[config.mk]
export PLATFORM = sky130hd
export DESIGN_NAME = generic_countdown_timer
export DESIGN_NICKNAME = d
export VERILOG_FILES = /design/src/rtl/generic_countdown_timer.sv
export SDC_FILE = /design/constraint.sdc
export NUM_CORES = 1
export LEC_CHECK = 0
export CAP_MARGIN = 20
export CORE_AREA = 4 4 55 57
export CTS_BUF_LIST = sky130_fd_sc_hd__clkbuf_8 sky130_fd_sc_hd__clkbuf_16
export DETAILED_ROUTE_END_ITERATION = 8
export DIE_AREA = 0 0 59 61
export GPL_TIMING_DRIVEN = 0
export PLACE_DENSITY = 0.76
export SYNTH_ARGS = -nofsm -noshare
export SYNTH_HDL_FRONTEND = slang
export SYNTH_SLANG_ARGS = --single-unit
[constraint.sdc]
create_clock -name clk -period 2.16 [get_ports clk]
set_clock_uncertainty 0.05 [all_clocks]
set_input_delay 0.216 -clock clk [delete_from_list [all_inputs] [get_ports clk]]
set_output_delay 0.216 -clock clk [all_outputs]
set_load 0.1 [all_outputs]
[src/rtl/generic_countdown_timer.sv]
// Loadable, prescaled down-counting timer with one-shot/periodic modes,
// pause/resume, abort and a registered terminal-count pulse.
module generic_countdown_timer #(
   parameter int WIDTH      = 5,
   parameter int PRESCALE_W = 4
) (
   input  logic                  clk,
   input  logic                  rst,
   input  logic [WIDTH-1:0]      load_val,
   input  logic [PRESCALE_W-1:0] prescale,
   input  logic                  periodic,
   input  logic                  start,
   input  logic                  stop,
   input  logic                  pause,
   output logic [WIDTH-1:0]      count,
   output logic                  tc,
   output logic                  busy,
   output logic                  done,
   output logic                  err
);

   typedef enum logic [1:0] {
      S_IDLE   = 2'd0,
      S_RUN    = 2'd1,
      S_PAUSED = 2'd2,
      S_DONE   = 2'd3
   } state_t;

   state_t                r_state;
   logic [WIDTH-1:0]      r_count;
   logic [WIDTH-1:0]      r_reload;
   logic [PRESCALE_W-1:0] r_pl;
   logic [PRESCALE_W-1:0] r_pc;
   logic                  r_mode;
   logic                  r_tc;
   logic                  r_err;

   always_ff @(posedge clk) begin
      r_tc  <= 1'b0;
      r_err <= 1'b0;
      if (rst) begin
         r_state  <= S_IDLE;
         r_count  <= '0;
         r_reload <= '0;
         r_pl     <= '0;
         r_pc     <= '0;
         r_mode   <= 1'b0;
      end else if (stop) begin
         r_state <= S_IDLE;
         r_count <= '0;
         r_pc    <= '0;
      end else if (start) begin
         // A rejected start (zero load) still consumes the edge: nothing else advances.
         if (load_val != '0) begin
            r_state  <= S_RUN;
            r_count  <= load_val;
            r_reload <= load_val;
            r_pl     <= prescale;
            r_mode   <= periodic;
            r_pc     <= '0;
         end else begin
            r_err <= 1'b1;
         end
      end else begin
         case (r_state)
            S_RUN: begin
               if (pause) begin
                  r_state <= S_PAUSED;
               end else if (r_pc != r_pl) begin
                  r_pc <= r_pc + 1'b1;
               end else begin
                  r_pc <= '0;
                  if (r_count > WIDTH'(1)) begin
                     r_count <= r_count - 1'b1;
                  end else if (r_mode) begin
                     r_count <= r_reload;
                     r_tc    <= 1'b1;
                  end else begin
                     r_count <= '0;
                     r_tc    <= 1'b1;
                     r_state <= S_DONE;
                  end
               end
            end
            S_PAUSED: begin
               if (!pause) r_state <= S_RUN;
            end
            default: ;
         endcase
      end
   end

   assign count = r_count;
   assign tc    = r_tc;
   assign err   = r_err;
   assign busy  = (r_state == S_RUN) || (r_state == S_PAUSED);
   assign done  = (r_state == S_DONE);

endmodule
==> results.yml <==
status:
  status: "complete, no violations"
place:
  pre_cts_ws_ps: -10.4
  post-dp-hpwl_mm: 2.06
  gp_congestion: 0.783
  dp_cells: 193
  port_buffers: 23
floorplan:
  coreArea_sq_um: 2480
  die_y_microns: 61
  io_pins: 24
  die_x_microns: 59
  initial_core_util_pct: 50.9
  die_area_sq_um: 3600
  num_rows: 18
cells_and_area:
  layout_commonest_cell: "clkdlybuf4s50_1"
  nets: 189
  multi_input_area_sq_um: 746
  fin_cells: 197
  syn_to_final_growth_pct: 25.1
  final_cell_mix: "clkdlybuf4s50_1 (21), dfxtp_1 (18), nor2_1 (14), mux2i_1 (11), nand2_1 (9)"
  nFillCells: 219
  drive_gt1_share_pct: 12.0
  antenna_cells: 0
  fin_util_pct: 63.6
  seq_area_sq_um: 469
routing:
  highest_layer: "met4"
  drt_first_pass_iters: 5
  wl_met2_mm: 1.23
  routed_wl_mm: 2.64
  drt-initial-drc-count: 34
  drc: 0
  wl_met1_mm: 1.25
  routed_via_density: 5.63
  vias: 1109
  wl_met3_microns: 135
  postRouteAntennaNets: 0
  wl_per_cell_microns: 13.4
global_routing:
  grt_max_degree: 14
  grt-ovfl-total: 0
  grt_use_total_pct: 16.5
  grt_pass1_vias: 1103
  antenna_found_initial: 0
  grt_pass1_wl_mm: 4.61
flow_run:
  cap_violations: 0
worst_hold_path:
  hp-class: "flip-flop to flip-flop"
cts:
  postCtsHoldBufs: 0
  postCtsSetupBuffers: 0
  worstSkewPairLatency_ps: 260
  cts_num_sinks: 23
  path_clk_slew_ps: 80
  cts_made_buffers: 3
  htree_levels: 1
  clockBufferDepth: 2
  cts_tree: "built"
  cts-root-buf: "clkbuf_8"
critical_path:
  criticalPathCategory: "flip-flop to output pin"
  arrival_ps: 1810
  setup.worst_path.start_class: "flip-flop"
  max_stage_delay_ps: 1150
  crit_path_top_delay_cell: "clkdlybuf4s50_1"
  critPathMaxFanout: 7
  path_buf_inv: 1
  required_ps: 1890
  crit_path_end_kind: "output pin"
  crit_chain: "clkdlybuf4s50_1"
  timing.critical_path.max_delay_family: "buffers and inverters"
pwr:
  ir_worst_vdd_mv: 0.537
  p_per_area_nw_per_um2: 598
  leakage_uw: 0.000649
sta:
  setup_tns_ps: 0
  post-route-period-util_pct: 96.0
  hold_viol_final: 0
  maxSlewHeadroom_pct: 34.9
  fin_ws_ps: 85.4
  worst_pin_slew_ps: 973
  rsz0062_at_grt: "no"
  finalSetupViolCount: 0
  slew_violations: 0
  fmax_mhz: 482
  fin_crit_ps: 2070
synth:
  avgSynthCellArea_sq_um: 9.00
  yosysSeqAreaShare_pct: 36.5
  ys_ff_latch: 23
  syn-num-nets: 161
  synth_cells: 140
  syn_area_sq_um: 1260
  ys.warnings.count: 0
  yosys.cell_types.count: 41
per-layer routing:
metal	track usage [%]	up-vias
li1	-	563
met4	6.80	0
met5	0	-
met3	2.55	5
met1	19.6	513
met2	29.5	28
power breakdown:
part	switching (uW)	total, uW	internal [uW]
Sequential	16.5	456	440
Combinational	133	225	91.5
Clock	133	262	129
registers in the layout (all words and copies together) (netlist names):
name,count
count,5
err,1
r_mode,1
r_pc,4
r_pl,4
r_reload,5
r_state,2
tc,1
layout make-up:
cell class / instances / area share (%)
multi-input combinational: 105 / 47.3
sequential: 23 / 29.8
timing repair buffer: 23 / 14.2
clock buffer: 3 / 2.62
tap: 30 / 2.38
buffer: 5 / 1.75
inverter: 7 / 1.67
clock inverter: 1 / 0.317
repair_timing:
| item | 4_1_cts | 5_1_grt |
|---|---|---|
| setup endpoints to repair | 2 | 1 |
| gates resized for setup | 3 | 1 |
| pin swaps | 0 | 0 |
path summary, 6_finish.rpt:
kind          startpoint     endpoint  slack, ps  cells past startpoint
min reg2reg  r_reload[3]  r_reload[3]        450                      2
max             count[0]     count[0]         90                      1
min          r_reload[3]  r_reload[3]        450                      2
max reg2reg     count[1]     count[2]        280                      6
Yosys cell counts:
| library cell | number | area (sq um) |
|---|---|---|
| nand3b_1 | 1 | 7.51 |
| or3_1 | 1 | 6.26 |
| o211ai_1 | 3 | 22.5 |
| a32o_1 | 1 | 10.0 |
| nand3_1 | 1 | 5.00 |
| and2_1 | 1 | 6.26 |
| o22ai_1 | 2 | 12.5 |
| o21a_1 | 1 | 7.51 |
| nand2_1 | 9 | 33.8 |
| o21ai_1 | 3 | 15.0 |
| nand2b_1 | 6 | 37.5 |
| o211a_1 | 1 | 10.0 |
| or3b_2 | 1 | 8.76 |
| xor2_1 | 1 | 8.76 |
| mux2i_1 | 11 | 110 |
| inv_1 | 7 | 26.3 |
| a31oi_1 | 2 | 12.5 |
| or2_2 | 1 | 6.26 |
| dfxtp_1 | 23 | 460 |
| nor3_2 | 1 | 10.0 |
| or4_1 | 1 | 7.51 |
| nor3_1 | 2 | 10.0 |
| o21ai_2 | 1 | 8.76 |
| a211oi_1 | 1 | 7.51 |
| nor2_1 | 14 | 52.6 |
| buf_2 | 1 | 5.00 |
| a311o_1 | 3 | 30.0 |
| a32o_2 | 4 | 45.0 |
| a21oi_1 | 6 | 30.0 |
| a22oi_1 | 1 | 7.51 |
| clkbuf_1 | 3 | 11.3 |
| nor2b_1 | 5 | 31.3 |
| nand4_1 | 3 | 18.8 |
| nor4_1 | 1 | 6.26 |
| o32ai_1 | 1 | 8.76 |
| ha_1 | 6 | 75.1 |
| buf_6 | 1 | 11.3 |
| o221ai_1 | 1 | 8.76 |
| xnor2_1 | 6 | 52.6 |
| nor3b_1 | 1 | 7.51 |
| o21bai_1 | 1 | 7.51 |
cell families (layout without fill, tap and decap cells):
kind of cell               count (synthesis)  after routing  share of synthesized area (%)
buffers and inverters                     12             39                           4.27
adders and majority gates                  6              6                           5.96
DFF                                       23             23                           36.5
xor gates and xnor gates                   7              7                           4.87
AOI/OAI and AO/OA                         32             32                           19.4
and+or+nand+nor                           49             49                           20.3
muxes                                     11             11                           8.74
stage by stage:
step,total power [uW],hold WS [ps],area [sq um]
floorplan,624,310,1270
global placement,688,434,1540
detailed placement,693,439,1540
CTS,953,458,1580
global route,994,486,1580
finish,943,455,1580
Power figures use the tool's default switching activity.
